==> src/rtl/ysyx_24080014_pkg.sv <==
// ysyx_24080014_pkg
// Shared definitions for the write-back arbiter slice.
//   - DATA_W_DEF / ADDR_W_DEF : default write-data and register-index widths
//   - WB_SRC_EXU / WB_SRC_LSU : encoding of the wb_src output
package ysyx_24080014_pkg;

  localparam int DATA_W_DEF = 32;
  localparam int ADDR_W_DEF = 5;

  localparam logic WB_SRC_EXU = 1'b0;
  localparam logic WB_SRC_LSU = 1'b1;

endpackage

==> src/rtl/ysyx_24080014_wb_prio.sv <==
// ysyx_24080014_wb_prio
// Combinational grant between the EXU and LSU write-back requests.
// LSU (older instruction) wins by default. When the macro
// YSYX_24080014_WBU_STARVE_EN is defined, a 4-bit counter tracks consecutive
// EXU losses and forces an EXU grant once it reaches STARVE_MAX.
// Ports:
//   clk, rst_n             : clock, asynchronous active-low reset
//   exu_valid, lsu_valid   : request lines of the two sources
//   exu_grant, lsu_grant   : one-hot (or zero) grant, never high without valid
module ysyx_24080014_wb_prio
  import ysyx_24080014_pkg::*;
#(
  parameter int STARVE_MAX = 4
) (
  input  logic clk,
  input  logic rst_n,
  input  logic exu_valid,
  input  logic lsu_valid,
  output logic exu_grant,
  output logic lsu_grant
);

`ifdef YSYX_24080014_WBU_STARVE_EN
  localparam logic [3:0] STARVE_LIM = 4'(STARVE_MAX);

  logic [3:0] starve_cnt_q;
  logic [3:0] starve_cnt_d;
  logic       force_exu_s;

  // Counter saturates at the limit, so >= and == are equivalent here.
  assign force_exu_s = (starve_cnt_q >= STARVE_LIM);

  // Grant selection and starvation counter next-state.
  always_comb begin
    lsu_grant = lsu_valid & ~(force_exu_s & exu_valid);
    exu_grant = exu_valid & (~lsu_valid | force_exu_s);
    if (!exu_valid || exu_grant) begin
      starve_cnt_d = 4'd0;
    end else if (lsu_grant && (starve_cnt_q < STARVE_LIM)) begin
      starve_cnt_d = starve_cnt_q + 4'd1;
    end else begin
      starve_cnt_d = starve_cnt_q;
    end
  end

  // Starvation counter register.
  always_ff @(posedge clk or negedge rst_n) begin
    if (!rst_n) begin
      starve_cnt_q <= 4'd0;
    end else begin
      starve_cnt_q <= starve_cnt_d;
    end
  end
`else
  // Clock and reset only feed the optional counter.
  logic unused_clk_rst_s;
  assign unused_clk_rst_s = clk ^ rst_n;

  // Fixed LSU-over-EXU priority.
  always_comb begin
    lsu_grant = lsu_valid;
    exu_grant = exu_valid & ~lsu_valid;
  end
`endif

endmodule

==> src/rtl/ysyx_24080014_wbu_arb.sv <==
// ysyx_24080014_wbu_arb
// Write-back arbiter: merges EXU results and LSU load data into a single
// registered register-file write port. LSU has priority; the optional
// starvation guard is enabled by the macro YSYX_24080014_WBU_STARVE_EN.
// Ports:
//   clk, rst_n                                : clock, async active-low reset
//   exu_valid/exu_ready/exu_rd/exu_data       : EXU result handshake + payload
//   lsu_valid/lsu_ready/lsu_rd/lsu_data       : LSU load handshake + payload
//   rf_wen/rf_waddr/rf_wdata/wb_src           : registered RF write port
//   busy                                      : any request pending or write in flight
module ysyx_24080014_wbu_arb
  import ysyx_24080014_pkg::*;
#(
  parameter int DATA_W     = DATA_W_DEF,
  parameter int ADDR_W     = ADDR_W_DEF,
  parameter int STARVE_MAX = 4
) (
  input  logic              clk,
  input  logic              rst_n,
  input  logic              exu_valid,
  output logic              exu_ready,
  input  logic [ADDR_W-1:0] exu_rd,
  input  logic [DATA_W-1:0] exu_data,
  input  logic              lsu_valid,
  output logic              lsu_ready,
  input  logic [ADDR_W-1:0] lsu_rd,
  input  logic [DATA_W-1:0] lsu_data,
  output logic              rf_wen,
  output logic [ADDR_W-1:0] rf_waddr,
  output logic [DATA_W-1:0] rf_wdata,
  output logic              wb_src,
  output logic              busy
);

  logic exu_grant_s;
  logic lsu_grant_s;

  logic              rf_wen_q,   rf_wen_d;
  logic [ADDR_W-1:0] rf_waddr_q, rf_waddr_d;
  logic [DATA_W-1:0] rf_wdata_q, rf_wdata_d;
  logic              wb_src_q,   wb_src_d;

  ysyx_24080014_wb_prio #(
    .STARVE_MAX (STARVE_MAX)
  ) u_prio (
    .clk       (clk),
    .rst_n     (rst_n),
    .exu_valid (exu_valid),
    .lsu_valid (lsu_valid),
    .exu_grant (exu_grant_s),
    .lsu_grant (lsu_grant_s)
  );

  // Readies are forced low while reset is held so nothing is accepted.
  assign exu_ready = exu_grant_s & rst_n;
  assign lsu_ready = lsu_grant_s & rst_n;

  // Next RF write: x0 targets are accepted but do not disturb addr/data.
  always_comb begin
    rf_wen_d   = 1'b0;
    rf_waddr_d = rf_waddr_q;
    rf_wdata_d = rf_wdata_q;
    wb_src_d   = wb_src_q;
    if (lsu_ready) begin
      if (lsu_rd != {ADDR_W{1'b0}}) begin
        rf_wen_d   = 1'b1;
        rf_waddr_d = lsu_rd;
        rf_wdata_d = lsu_data;
        wb_src_d   = WB_SRC_LSU;
      end else begin
        rf_wen_d   = 1'b0;
      end
    end else if (exu_ready) begin
      if (exu_rd != {ADDR_W{1'b0}}) begin
        rf_wen_d   = 1'b1;
        rf_waddr_d = exu_rd;
        rf_wdata_d = exu_data;
        wb_src_d   = WB_SRC_EXU;
      end else begin
        rf_wen_d   = 1'b0;
      end
    end else begin
      rf_wen_d = 1'b0;
    end
  end

  // Output register stage.
  always_ff @(posedge clk or negedge rst_n) begin
    if (!rst_n) begin
      rf_wen_q   <= 1'b0;
      rf_waddr_q <= {ADDR_W{1'b0}};
      rf_wdata_q <= {DATA_W{1'b0}};
      wb_src_q   <= WB_SRC_EXU;
    end else begin
      rf_wen_q   <= rf_wen_d;
      rf_waddr_q <= rf_waddr_d;
      rf_wdata_q <= rf_wdata_d;
      wb_src_q   <= wb_src_d;
    end
  end

  assign rf_wen   = rf_wen_q;
  assign rf_waddr = rf_waddr_q;
  assign rf_wdata = rf_wdata_q;
  assign wb_src   = wb_src_q;
  assign busy     = exu_valid | lsu_valid | rf_wen_q;

endmodule

==> config.mk <==
export PLATFORM = sky130hd
export DESIGN_NAME = ysyx_24080014_wbu_arb
export DESIGN_NICKNAME = d
export VERILOG_FILES = /design/src/rtl/ysyx_24080014_pkg.sv /design/src/rtl/ysyx_24080014_wb_prio.sv /design/src/rtl/ysyx_24080014_wbu_arb.sv
export SDC_FILE = /design/constraint.sdc
export NUM_CORES = 1
export LEC_CHECK = 0
export ABC_CLOCK_PERIOD_IN_PS = 1200
export BUFFER_PORTS_ARGS = -buffer_cell sky130_fd_sc_hd__buf_2
export CAP_MARGIN = 20
export CORE_MARGIN = 2
export CORE_UTILIZATION = 43
export DETAILED_ROUTE_END_ITERATION = 10
export MAX_ROUTING_LAYER = met4
export PLACE_DENSITY = 0.79
export SLEW_MARGIN = 10
export SYNTH_ARGS = -nofsm -noshare
export SYNTH_HDL_FRONTEND = slang
export SYNTH_SLANG_ARGS = --single-unit
export TNS_END_PERCENT = 50
==> constraint.sdc <==
create_clock -name clk -period 1.2 [get_ports clk]
set_clock_uncertainty 0.2 [all_clocks]
set_input_delay 0.24 -clock clk [delete_from_list [all_inputs] [get_ports clk]]
set_output_delay 0.24 -clock clk [all_outputs]
set_load 0.05 [all_outputs]
==> results.cfg <==
[synthesis]
yosysTopAreaCellShare_pct = 48.9
syn-instance-count = 131
synth.avg_cell_area_um2 = 15.2
synth_area_leaders = dfrtp_1 49%, mux2_2 31%, mux2_4 14%
ys_types = 12
syn_nets = 209
synth_top_cell_by_area = dfrtp_1
ys_warn_count = 0
synth_area_um2 = 2000
yosysSeqAreaShare_pct = 48.9
synth.ff_latch_count = 39

[die]
ioPinCount = 120
die_area_um2 = 5200
core_area_um2 = 4410
die_width_um = 72.1
start_util_pct = 45.2
fp.dieH_um = 72.1
num_rows = 24

[power_and_ir_drop]
swShare_pct = 36.8
pwr-share-seq_pct = 34.1
power_frac_clock_pct = 21.8
p_leak_nw = 1.59
comb_power_share_pct = 44.2
total_power_mw = 5.12
max-vdd-ir-drop_uv = 1000
power.switching_mw = 1.88
p_int_mw = 3.24
p_per_area_nw_per_um2 = 1550

[setup_path]
crit_fanout = 19
worstPathArrival_ns = 1.68
r2r_cells = 2
start_kind = primary input
cp-end-kind = flop
ff2ff_setup_slack_ns = 0.08
r2r-end = rf_wdata[14]
rr_startpoint = rf_wdata[14]
critPathKind = primary input to flop
worstPathRequired_ns = 1.17

[grt]
grt_max_degree = 25
grt_usage_pct = 21.0
grt_pass1_wl_mm = 8.04
grt_pass1_vias = 1690
antenna_found_initial = 0
grt_overflow = 0

[timing]
max_freq_mhz = 587
grt_setup_unrepaired = true
hold_viol = 0
setup-violations-final = 81
min_period_over_period_pct = 142
finalWorstSetupSlack_ns = -0.505
maxSlewHeadroom_pct = 79.6
timing.final.max_slew_violations = 0
finalCriticalPeriod_ns = 1.70
worst_pin_slew_ns = 0.306

[drt]
firstDrtPassIters = 4
ant_nets = 0
drt_iter0_markers = 65
dr_total_vias = 1594
via_per_inst = 5.03
wire_per_inst_um = 16.4
routed_wl_mm = 5.19
remaining_drc_errors = 0

[outcome]
status = finished with violations
failed_checks = setup timing

[final_layout]
fin_area_um2 = 3290
drive_above_1_share_pct = 83.8
stdcell_count = 317
diodes = 0
utilization_pct = 74.6
syn2layout_area_growth_pct = 65.0
fin_nets = 342

[clocking]
clk_pin_slew_ns = 0.07
clkLatencyLatePin_ns = 0.28
cts_sinks = 39
h-tree-depth = 2
numCtsBuffers = 5
ctsRootBufferMaster = clkbuf_8
cts_tree = done
clockBufferDepth = 2

[hold_path]
hp-class = primary input to flop
hold_path_end = wb_src
min_path_cells = 3
hp-start = lsu_rd[1]

[job]
drv_cap = 0

[placement]
placedInstanceArea_um2 = 2730
pre_cts_slack_ns = -0.765
place.gp.congestion = 0.845
placed_cells = 303
dpl.hpwl_mm = 3.59
io_buffers = 119
==> kinds of logic (layout without fill, tap and decap cells) <==
logic type,count (synthesis),after routing,share of synthesized area [%]
multiplexers,74,74,45.3
flip-flops,39,39,48.9
AND/OR/NAND/NOR,8,8,2.26
buffers and inverters,8,142,2.69
AO/OA/AOI/OAI,2,2,0.877
==> through the flow <==
step / hold WS [ns] / setup TNS [ns]
after CTS: 0.0141 / -19.68
final: 0.0469 / -21.92
after global placement: 0.0473 / -27.75
after global routing: 0.0619 / -23.13
after floorplan: -0.256 / -22.80
after detailed placement: 0.0482 / -28.72
==> how the worst max path moves through the flow <==
stage	startpoint	endpoint	slack, ns	cells past startpoint
after global routing	exu_rd[0]	rf_wdata[16]	-0.51	6
final	exu_rd[0]	rf_wdata[13]	-0.50	6
after detailed placement	exu_rd[0]	rf_wdata[14]	-0.76	6
after global placement	exu_rd[0]	rf_wdata[11]	-0.73	6
after floorplan	exu_rd[0]	rf_waddr[1]	-0.66	6
after CTS	exu_rd[0]	rf_wdata[2]	-0.44	6
==> synth_stat cells <==
| master | instances |
|---|---|
| and3b_1 | 1 |
| buf_1 | 3 |
| buf_2 | 1 |
| buf_6 | 3 |
| dfrtp_1 | 39 |
| inv_2 | 1 |
| mux2_2 | 55 |
| mux2_4 | 19 |
| nand2_1 | 4 |
| o21ai_2 | 2 |
| or3_1 | 1 |
| or4_1 | 2 |
==> layout make-up <==
cell class / count / area (µm²)
multi-input combinational: 84 / 1010
timing repair buffer: 133 / 1120
sequential: 39 / 976
tap: 52 / 65.1
clock inverter: 2 / 35.0
inverter: 1 / 8.76
clock buffer: 6 / 82.6
fill: 293 / 1120
==> flip-flops by register name (all words and copies together) (netlist names) <==
signal	cells
rf_wdata	32
rf_waddr	5
rf_wen	1
wb_src	1
==> critical path, cell delays in order <==
cell     delay [ns]
buf_6          0.09
or4_4          0.56
o21ai_4        0.19
nand2_4        0.11
buf_12         0.17
mux2_4         0.30
==> power by group through the flow <==
stage | Combinational (mW) | Clock [mW] | Sequential (mW)
5_1_grt | 2.35 | 1.20 | 1.78
6_report | 2.26 | 1.11 | 1.75
3_5_place_dp | 1.88 | 0 | 1.70
4_1_cts | 2.24 | 1.15 | 1.74
2_1_floorplan | 0.515 | 0 | 2.55
3_3_place_gp | 1.85 | 0 | 1.70
==> timing repair <==
action / in CTS / in global routing
gates resized for setup: 99 / 5
setup endpoints to repair: 81 / 81
hold buffers: 1 / 0
setup buffers: 3 / 0
hold endpoints to repair: 39 / 0
gates cloned: 1 / 1
pin swaps: 1 / 1
==> layout by cell type, fill, tap and decap left out, drive strengths merged, types with 2 or more instances in the layout <==
cell type  synthesis  routed
o21ai              2       2
or4                2       2
clkbuf             0       7
nand2              4       4
dfrtp             39      39
mux2              74      74
buf                7     131
==> per-layer routing <==
| layer | GRT usage (%) | vias up | wire (µm) |
|---|---|---|---|
| li1 | - | 740 | - |
| met1 | 24.0 | 750 | 2000 |
| met2 | 36.2 | 88 | 2710 |
| met3 | 4.86 | 16 | 347 |
| met4 | 7.13 | 0 | 133 |
| met5 | - | - | 0 |
No activity file was read; power rests on OpenSTA's default activity.
